<file path="config.mk">
export PLATFORM = sky130hd
export DESIGN_NAME = regwrite_trace
export DESIGN_NICKNAME = d
export VERILOG_FILES = /design/src/rtl/regwrite_trace.sv
export SDC_FILE = /design/constraint.sdc
export NUM_CORES = 1
export LEC_CHECK = 0
export CAP_MARGIN = 20
export CORE_ASPECT_RATIO = 0.6
export CORE_MARGIN = 2
export CORE_UTILIZATION = 60
export DETAILED_ROUTE_END_ITERATION = 6
export PLACE_DENSITY = 0.88
export SYNTH_ARGS = -nofsm -noshare
export SYNTH_HDL_FRONTEND = slang
export SYNTH_SLANG_ARGS = --single-unit
</file>
<file path="constraint.sdc">
create_clock -name clock -period 14.9 [get_ports clock]
set_clock_uncertainty 0.2 [all_clocks]
set_input_delay 2.98 -clock clock [delete_from_list [all_inputs] [get_ports clock]]
set_output_delay 2.98 -clock clock [all_outputs]
set_load 0.02 [all_outputs]
</file>
<file path="src/rtl/regwrite_trace.sv">
// Register-write trace capture: snoops the regfile write port, timestamps qualifying
// writes and buffers them in a first-word-fall-through FIFO drained via valid/ready.
module regwrite_trace #(
  parameter int DATA_WIDTH     = 32,
  parameter int REG_ADDR_WIDTH = 5,
  parameter int DEPTH          = 16,
  parameter int CYCLE_WIDTH    = 16,
  parameter int MAX_CYCLES     = 255
) (
  input  logic                      clock,
  input  logic                      reset_n,
  input  logic                      start,
  input  logic                      wr_en,
  input  logic [REG_ADDR_WIDTH-1:0] wr_reg,
  input  logic [DATA_WIDTH-1:0]     wr_data,
  input  logic                      match_en,
  input  logic [REG_ADDR_WIDTH-1:0] match_reg,
  output logic                      rd_valid,
  input  logic                      rd_ready,
  output logic [CYCLE_WIDTH-1:0]    rd_cycle,
  output logic [REG_ADDR_WIDTH-1:0] rd_reg,
  output logic [DATA_WIDTH-1:0]     rd_data,
  output logic [$clog2(DEPTH):0]    count,
  output logic [CYCLE_WIDTH-1:0]    dropped,
  output logic                      running,
  output logic                      done
);

  localparam int AW = $clog2(DEPTH);
  localparam int CW = AW + 1;

  typedef enum logic [1:0] {IDLE, RUN, DONE} state_t;

  state_t                    state, state_next;
  logic [CYCLE_WIDTH-1:0]    cyc;
  logic [AW-1:0]             wr_ptr, rd_ptr;
  logic [CYCLE_WIDTH-1:0]    mem_cycle [DEPTH];
  logic [REG_ADDR_WIDTH-1:0] mem_reg   [DEPTH];
  logic [DATA_WIDTH-1:0]     mem_data  [DEPTH];
  logic                      last, qualify, full, pop, push;

  always_comb begin
    last       = (state == RUN) && (cyc == CYCLE_WIDTH'(MAX_CYCLES - 1));
    state_next = state;
    case (state)
      IDLE:    state_next = IDLE;
      RUN:     if (last) state_next = DONE;
      DONE:    state_next = DONE;
      default: state_next = IDLE;
    endcase
    if (start) state_next = RUN;
    running = (state == RUN);
    done    = (state == DONE);
  end

  always_comb begin
    qualify  = (state == RUN) && wr_en && (wr_reg != '0) &&
               (!match_en || (wr_reg == match_reg));
    full     = (count == CW'(DEPTH));
    rd_valid = (count != '0);
    pop      = rd_valid && rd_ready;
    // A full FIFO still accepts a write when the head leaves in the same cycle.
    push     = qualify && (!full || pop);
    rd_cycle = rd_valid ? mem_cycle[rd_ptr] : '0;
    rd_reg   = rd_valid ? mem_reg[rd_ptr]   : '0;
    rd_data  = rd_valid ? mem_data[rd_ptr]  : '0;
  end

  always_ff @(posedge clock or negedge reset_n) begin
    if (!reset_n) begin
      state   <= IDLE;
      cyc     <= '0;
      wr_ptr  <= '0;
      rd_ptr  <= '0;
      count   <= '0;
      dropped <= '0;
    end else begin
      state <= state_next;
      if (start) begin
        cyc     <= '0;
        wr_ptr  <= '0;
        rd_ptr  <= '0;
        count   <= '0;
        dropped <= '0;
      end else begin
        if (push) wr_ptr <= wr_ptr + 1'b1;
        if (pop)  rd_ptr <= rd_ptr + 1'b1;
        case ({push, pop})
          2'b10:   count <= count + 1'b1;
          2'b01:   count <= count - 1'b1;
          default: count <= count;
        endcase
        if (qualify && !push && (dropped != '1)) dropped <= dropped + 1'b1;
        if ((state == RUN) && !last) cyc <= cyc + 1'b1;
      end
    end
  end

  always_ff @(posedge clock) begin
    if (push && !start) begin
      mem_cycle[wr_ptr] <= cyc;
      mem_reg[wr_ptr]   <= wr_reg;
      mem_data[wr_ptr]  <= wr_data;
    end
  end

endmodule

</file>
# Word-level counts from Yosys, hierarchy flattened

Memories as Yosys holds them, arrays and structs flattened.
Cells that the tools add are included.

Memories kept: 3
Logic and storage cells: 66
Output and inout bits: 77
Memory bits (writable): 848
Register bits after elaboration: 47
Input port bits: 48

Equality and inequality tests: 9
Add/subtract/negate cells: 6
Multiplexer cells: 18
Reduce and logical (&&, ||, !) cells: 24

Memories:

| name      | words | width | rd ports | clocked after memory_dff | wr ports | RTL line | text |
|---|---|---|---|---|---|---|---|
| mem_data  | 16    | 32    | 1        | 0                        | 1        | 39       | `logic [DATA_WIDTH-1:0] mem_data [DEPTH];` |
| mem_cycle | 16    | 16    | 1        | 0                        | 1        | 37       | `logic [CYCLE_WIDTH-1:0] mem_cycle [DEPTH];` |
| mem_reg   | 16    | 5     | 1        | 0                        | 1        | 38       | `logic [REG_ADDR_WIDTH-1:0] mem_reg [DEPTH];` |

Operator list:

| operator                                               | number |
|---|---|
| two-way mux 16 bit                                     | 5 |
| adder 16 x 1 -> 16 bit (second input constant)         | 2 |
| two-way mux 32 bit                                     | 1 |
| == test 16 x 8 -> 1 bit (second input constant)        | 1 |
| two-way mux 4 bit                                      | 4 |
| inequality test 16 bit (second input constant)         | 1 |
| logical AND 1 bit                                      | 10 |
| two-way mux 5 bit                                      | 2 |
| case mux 5 bit (2 select lines)                        | 1 |
| nonzero test 5 bit                                     | 2 |
| adder 4 x 1 -> 4 bit (second input constant)           | 2 |
| nonzero test 2 bit                                     | 4 |
| adder 5 x 1 -> 5 bit (second input constant)           | 1 |
| == test 5 bit                                          | 1 |
| == test 5 bit (second input constant)                  | 1 |
| logical NOT 1 bit                                      | 5 |
| subtractor 5 x 1 -> 5 bit (second input constant)      | 1 |
| == test 2 x 1 -> 1 bit (second input constant)         | 2 |
| == test 2 bit (second input constant)                  | 2 |
| two-way mux 2 bit                                      | 2 |
| case mux 2 bit (2 select lines)                        | 1 |
| inequality test 3 x 2 -> 1 bit (second input constant) | 1 |
| nonzero test 3 bit                                     | 1 |
| logical OR 1 bit                                       | 2 |
| two-way mux 1 bit                                      | 2 |

# Depth between registers and ports, before layout

Depth in word-level cells: 10
Depth in mapped cells: 15
Depth with buffers taken out: 14

# Least setup slack after synthesis

No wires, ideal clock.

Kind: input to register
From: input wr_reg[2]
To: memory mem_cycle[2][0], enable pin
Arrival time: 7.798 ns
Data required time: 14.171 ns
Path slack: 6.373 ns
Library setup time: 0.529 ns
Stages: 6
Buffers on the path: 1
Cells stage by stage: xor2_1 nor4_1 a21oi_2 or3_1 clkbuf_1 nor3_1

Cells in the longest elaborated chain, start to end: 7
Elaborated cells on any way between the ends: 9
Those cells by class: eq/ne (1); mux (2); reduce/logical (6)

Ends and longest elaborated chain:

| item                                                  | RTL line | text |
|---|---|---|
| start: declaration                                    | 14       | `input logic [REG_ADDR_WIDTH-1:0] wr_reg,` |
| == test 5 bit or nonzero test 5 bit (tied branches)   | 58, 57   |  |
| logical OR 1 bit or logical AND 1 bit (tied branches) | 58, 57   |  |
| logical AND 1 bit *                                   | 57       | `qualify = (state == RUN) && wr_en && (wr_reg != '0) &&` |
| logical AND 1 bit *                                   | 63       | `push = qualify && (!full \|\| pop);` |
| logical AND 1 bit *                                   | 100      | `if (push && !start) begin` |
| two-way mux 1 bit *                                   | 100      |  |
| two-way mux 1 bit (not written as such) *             | 101      | `mem_cycle[wr_ptr] <= cyc;` |
| end: declaration                                      | 37       |  |

Every way passes the cells marked *; elsewhere a longest branch is shown, timed or not.

# Worst setup path after layout

From: register rd_ptr[0]
To: output rd_reg[4]

Cells in the longest elaborated chain, start to end: 2

Ends and longest elaborated chain:

| item                     | RTL line | text |
|---|---|---|
| start: declaration       | 36       | `logic [AW-1:0] wr_ptr, rd_ptr;` |
| start signal: assignment | 87       | `if (pop) rd_ptr <= rd_ptr + 1'b1;` |
| memory read (16 x 5 bit) | -        |  |
| two-way mux 5 bit        | 65       | `rd_reg = rd_valid ? mem_reg[rd_ptr] : '0;` |
| end: declaration         | 21       | `output logic [REG_ADDR_WIDTH-1:0] rd_reg,` |

Every way passes these cells.

==> summary.md <==
The run gives 3 as the number of H-tree levels. The area fraction in compound gates after synthesis was 0.005082; the cell area after technology mapping was 0.03520 mm^2. The flow ran to the end, and the final reports show no timing, DRC or antenna violations. For the clock share of power, the log shows 0.325. The arrival time of the worst setup path is 5.44 ns, and the detailed router's first-iteration violation count is 1809. The endpoint required time on the critical path is 11.72 ns. The worst setup path is captured at a primary output. The async set-or-reset flop fraction in the synthesized netlist works out to 0.05251.

Number of placed I/O pins: 125. The layer with the highest usage is met2. The layout has 3331 filler cells.

For the global-route track usage on met2, the log shows 0.4505. The die is 316.7 um wide. Switching share of power: 0.2588. Buffers added to address setup during post-CTS repair amount to 0. The global routing met1 resource utilization came out at 0.3824. The logs give 0.466 for the sequential power share and 0.7224 for the final estimated routing congestion in global placement. The clock period could shrink to 8.616 ns.

The number of pins with negative max-slew slack in the final report is 0. Setup repair after global routing left no endpoint under its margin. Worst relative slew slack: 0.2460. The post-synthesis adder-cell area fraction is 0.005189, and the number of rows in the core area is 68. The part of the cycle the worst path needs was 0.5783.

The number of hold buffers added after CTS was 0. In the final routed layout, each cell accounts on average for 31.24 um. The delay of the slowest critical-path stage came out at 1.08 ns. The DRC violations left was 0. Type of the worst setup path: reg -> out.

The global-route wire length before repair is 116.5 mm. The timing-limited maximum frequency is 0.1161 GHz. Setup violations remaining at the end of the flow were counted as 0. The synthesized netlist contains 46 unique library cells. The final count of hold timing violations was 0. TritonCTS built the clock tree. The run gives 3 as the worst-case clock buffer depth. Registers take 0.02665 mm^2.

The post-synthesis share of cell area spent on and, or, nand and nor gates is 0.03074, and the proportion of synthesized area in mux cells is 0.1755. Before CTS, the worst setup slack after placement is 6.795 ns. The analysis attributes to cell leakage a power of 12.34 nW. CTS saw 895 sinks. The total track usage was 0.2687. The wire-length estimate of the detail-placed layout is 37.77 mm. The internal portion of the total power is 4.536 mW.

In this run the power spent charging and discharging nets is 1.583 mW. After clock tree synthesis, the clock-pin slew on the worst setup and hold paths is 0.07 ns. At the end of the flow, the number of nets in the layout was 1753. The tools report the area enclosed by the die boundary as 0.06069 mm^2. Final hold analysis gives a worst-case slack of 0.3456 ns.

The largest individual stage delay along the critical path comes from the cell dfrtp_4. Synthesis produced 1538 cells. The predominant post-synthesis flop cell is edfxtp_1. Once the clock tree was built, the resizer swapped 0 gates to a different size.

The part of the power in combinational logic came out at 0.209. By area, the combinational part of the netlist is dominated by multiplexers. The count of nets left with antenna violations once routing finished came out at 0. The post-detailed-routing wire length is 78.60 mm.

In the post-route analysis, the smallest setup slack over all paths is 6.284 ns. After synthesis the netlist holds a flip-flop and latch count of 895. In the post-synthesis netlist, the biggest area contributors are edfxtp_1, mux4_2, dfrtp_1. The sequential element share of the synthesized area is 0.7568, and the largest net degree at the start of global routing is 114. The first detailed-routing pass ran for 5 iterations. The largest total area in the synthesized netlist belongs to edfxtp_1. The tightest min-delay check is of the reg -> reg type. The net count after synthesis is 1600.

Summing internal, switching and leakage power gives 6.119 mW. Summing over every cut layer, the via total after detailed routing is 16.62k. Parity-gate share of the synthesized area counting xor and xnor cells: 0.009952. Each instance of the synthesized netlist takes up on average 22.89 um^2. The most frequent cell after synthesis was edfxtp_1. The areal power density over the cells is 154.1 mW/mm^2, and the initial antenna violation count is 1. The core region is 0.05777 mm^2.

The share of the synthesized area in the top cell type was 0.7233; the overall overflow remaining after global route was 0. The most numerous cell type found on the critical path is mux4_2. Across the VDD grid, the largest voltage drop is 0.1345 mV. The commonest cells after synthesis are edfxtp_1, mux4_2, nor2_1. The slew at the pin closest to its max-slew limit came out at 1.131 ns. The number of flip-flops in the largest register is 512. The max-cap violation count was 0.

Total negative setup slack: 0 ns. The number of synthesis warnings was 0; the number of enable flip-flop cells after synthesis was 848. The average via count per standard cell is 6.606. The tools report the via count of the first global-routing pass as 17.65k. The logs give 0.6094 for the effective utilization at floorplan and 0.008089 mm^2 for the multi-input combinational cell area.

The critical path startpoint category is a flip-flop. The area overhead of the layout relative to synthesis is 12.77%, and the share of post-route cells with drive strength above 1 is 0.2225. The tree is rooted in a clkbuf_16.

Of all nets on the critical path, the largest fanout is 113. Measured along the y axis, the die boundary spans 191.6 um. The fraction of met3 tracks used by global routing came out at 0.04157. Buffers placed on the I/O ports in this run total 124. Clock latency on the worst-skew pair: 0.62 ns. The critical path goes through buf_12, buf_4, mux4_2, mux4_2, and2_1, clkdlybuf4s50_1. Buffers inserted during clock tree synthesis total 77.
-- routing by layer --
layer / part of all wire / up-vias
met5: 0 / -
met4: 0.020 / 0
met3: 0.083 / 116
met2: 0.51 / 922
met1: 0.39 / 8824
li1: - / 6758
-- power by group through the flow --
stage                     combinational, mW  clock, mW  sequential [mW]
final                                  1.28       1.99             2.85
after global routing                   1.36       2.10             2.86
after CTS                              1.30       2.01             2.85
after detailed placement               1.28          0             2.91
after global placement                 1.25          0             2.90
after floorplan                       0.869          0             2.87
-- area by class of cell --
| cell class | count | area share |
|---|---|---|
| diodes | 2 | 0.0001261 |
| repair buffers | 151 | 0.03757 |
| well taps | 770 | 0.02427 |
| clock inverters | 35 | 0.008793 |
| flip-flops and latches | 895 | 0.6714 |
| clock buffers | 97 | 0.05282 |
| multi-input cells | 552 | 0.2038 |
| inverters | 14 | 0.001324 |
-- logic make-up after synthesis --
logic type	after synthesis
flip-flops	895
multiplexers	270
AND/OR/NAND/NOR	201
buffers and inverters	91
XOR/XNOR	40
AO/OA/AOI/OAI	27
adder cells (fa/ha/maj)	14
-- placed cells by master (no fill, tap or decap), types with 3 or more instances in the layout --
cell / instances
bufinv_16: 7
mux4_2: 224
xnor2_1: 24
mux2i_1: 3
nor2_4: 14
nor2_1: 45
dfrtp_4: 3
clkbuf_1: 15
and3_1: 10
a21o_1: 5
nand4_1: 6
buf_4: 23
nor3_1: 10
clkdlybuf4s50_1: 122
ha_1: 13
o21ai_0: 3
buf_12: 3
clkinv_2: 13
clkbuf_16: 81
nand3_1: 17
a21oi_1: 9
nand2_1: 16
nor4_1: 6
mux4_1: 41
inv_1: 14
and2_1: 55
xor2_1: 16
nor2b_1: 4
edfxtp_1: 848
clkinv_1: 11
a211oi_1: 5
dfrtp_1: 43
-- through the flow --
stage                     std cells  utilization  area, um^2
after global routing           2515       0.6872       39700
after global placement         2379       0.6436       37180
final                          2516       0.6872       39700
after floorplan                1538            -       35200
after CTS                      2511       0.6860       39630
after detailed placement       2379       0.6436       37180
-- final timing paths --
check,start,end,slack [ns],depth (start not counted)
min in group asynchronous,reset_n,dropped[7],2.05,1
max in group asynchronous,reset_n,rd_ptr[1],11.93,2
setup / recovery,rd_ptr[0],rd_reg[4],6.28,6
setup reg to reg,state[1],mem_reg[2][0],10.28,9
hold / removal,state[1],state[1],0.35,2
hold reg to reg,state[1],state[1],0.35,2
-- worst max-delay path, delay by kind of cell (launching register included) --
| family | cells | cell delay [ns] |
|---|---|---|
| buffers and inverters | 3 | 2.19 |
| flip-flops | 1 | 1.08 |
| multiplexers | 2 | 1.14 |
| AND/OR/NAND/NOR | 1 | 0.23 |
(Power assumes the default switching activity.)
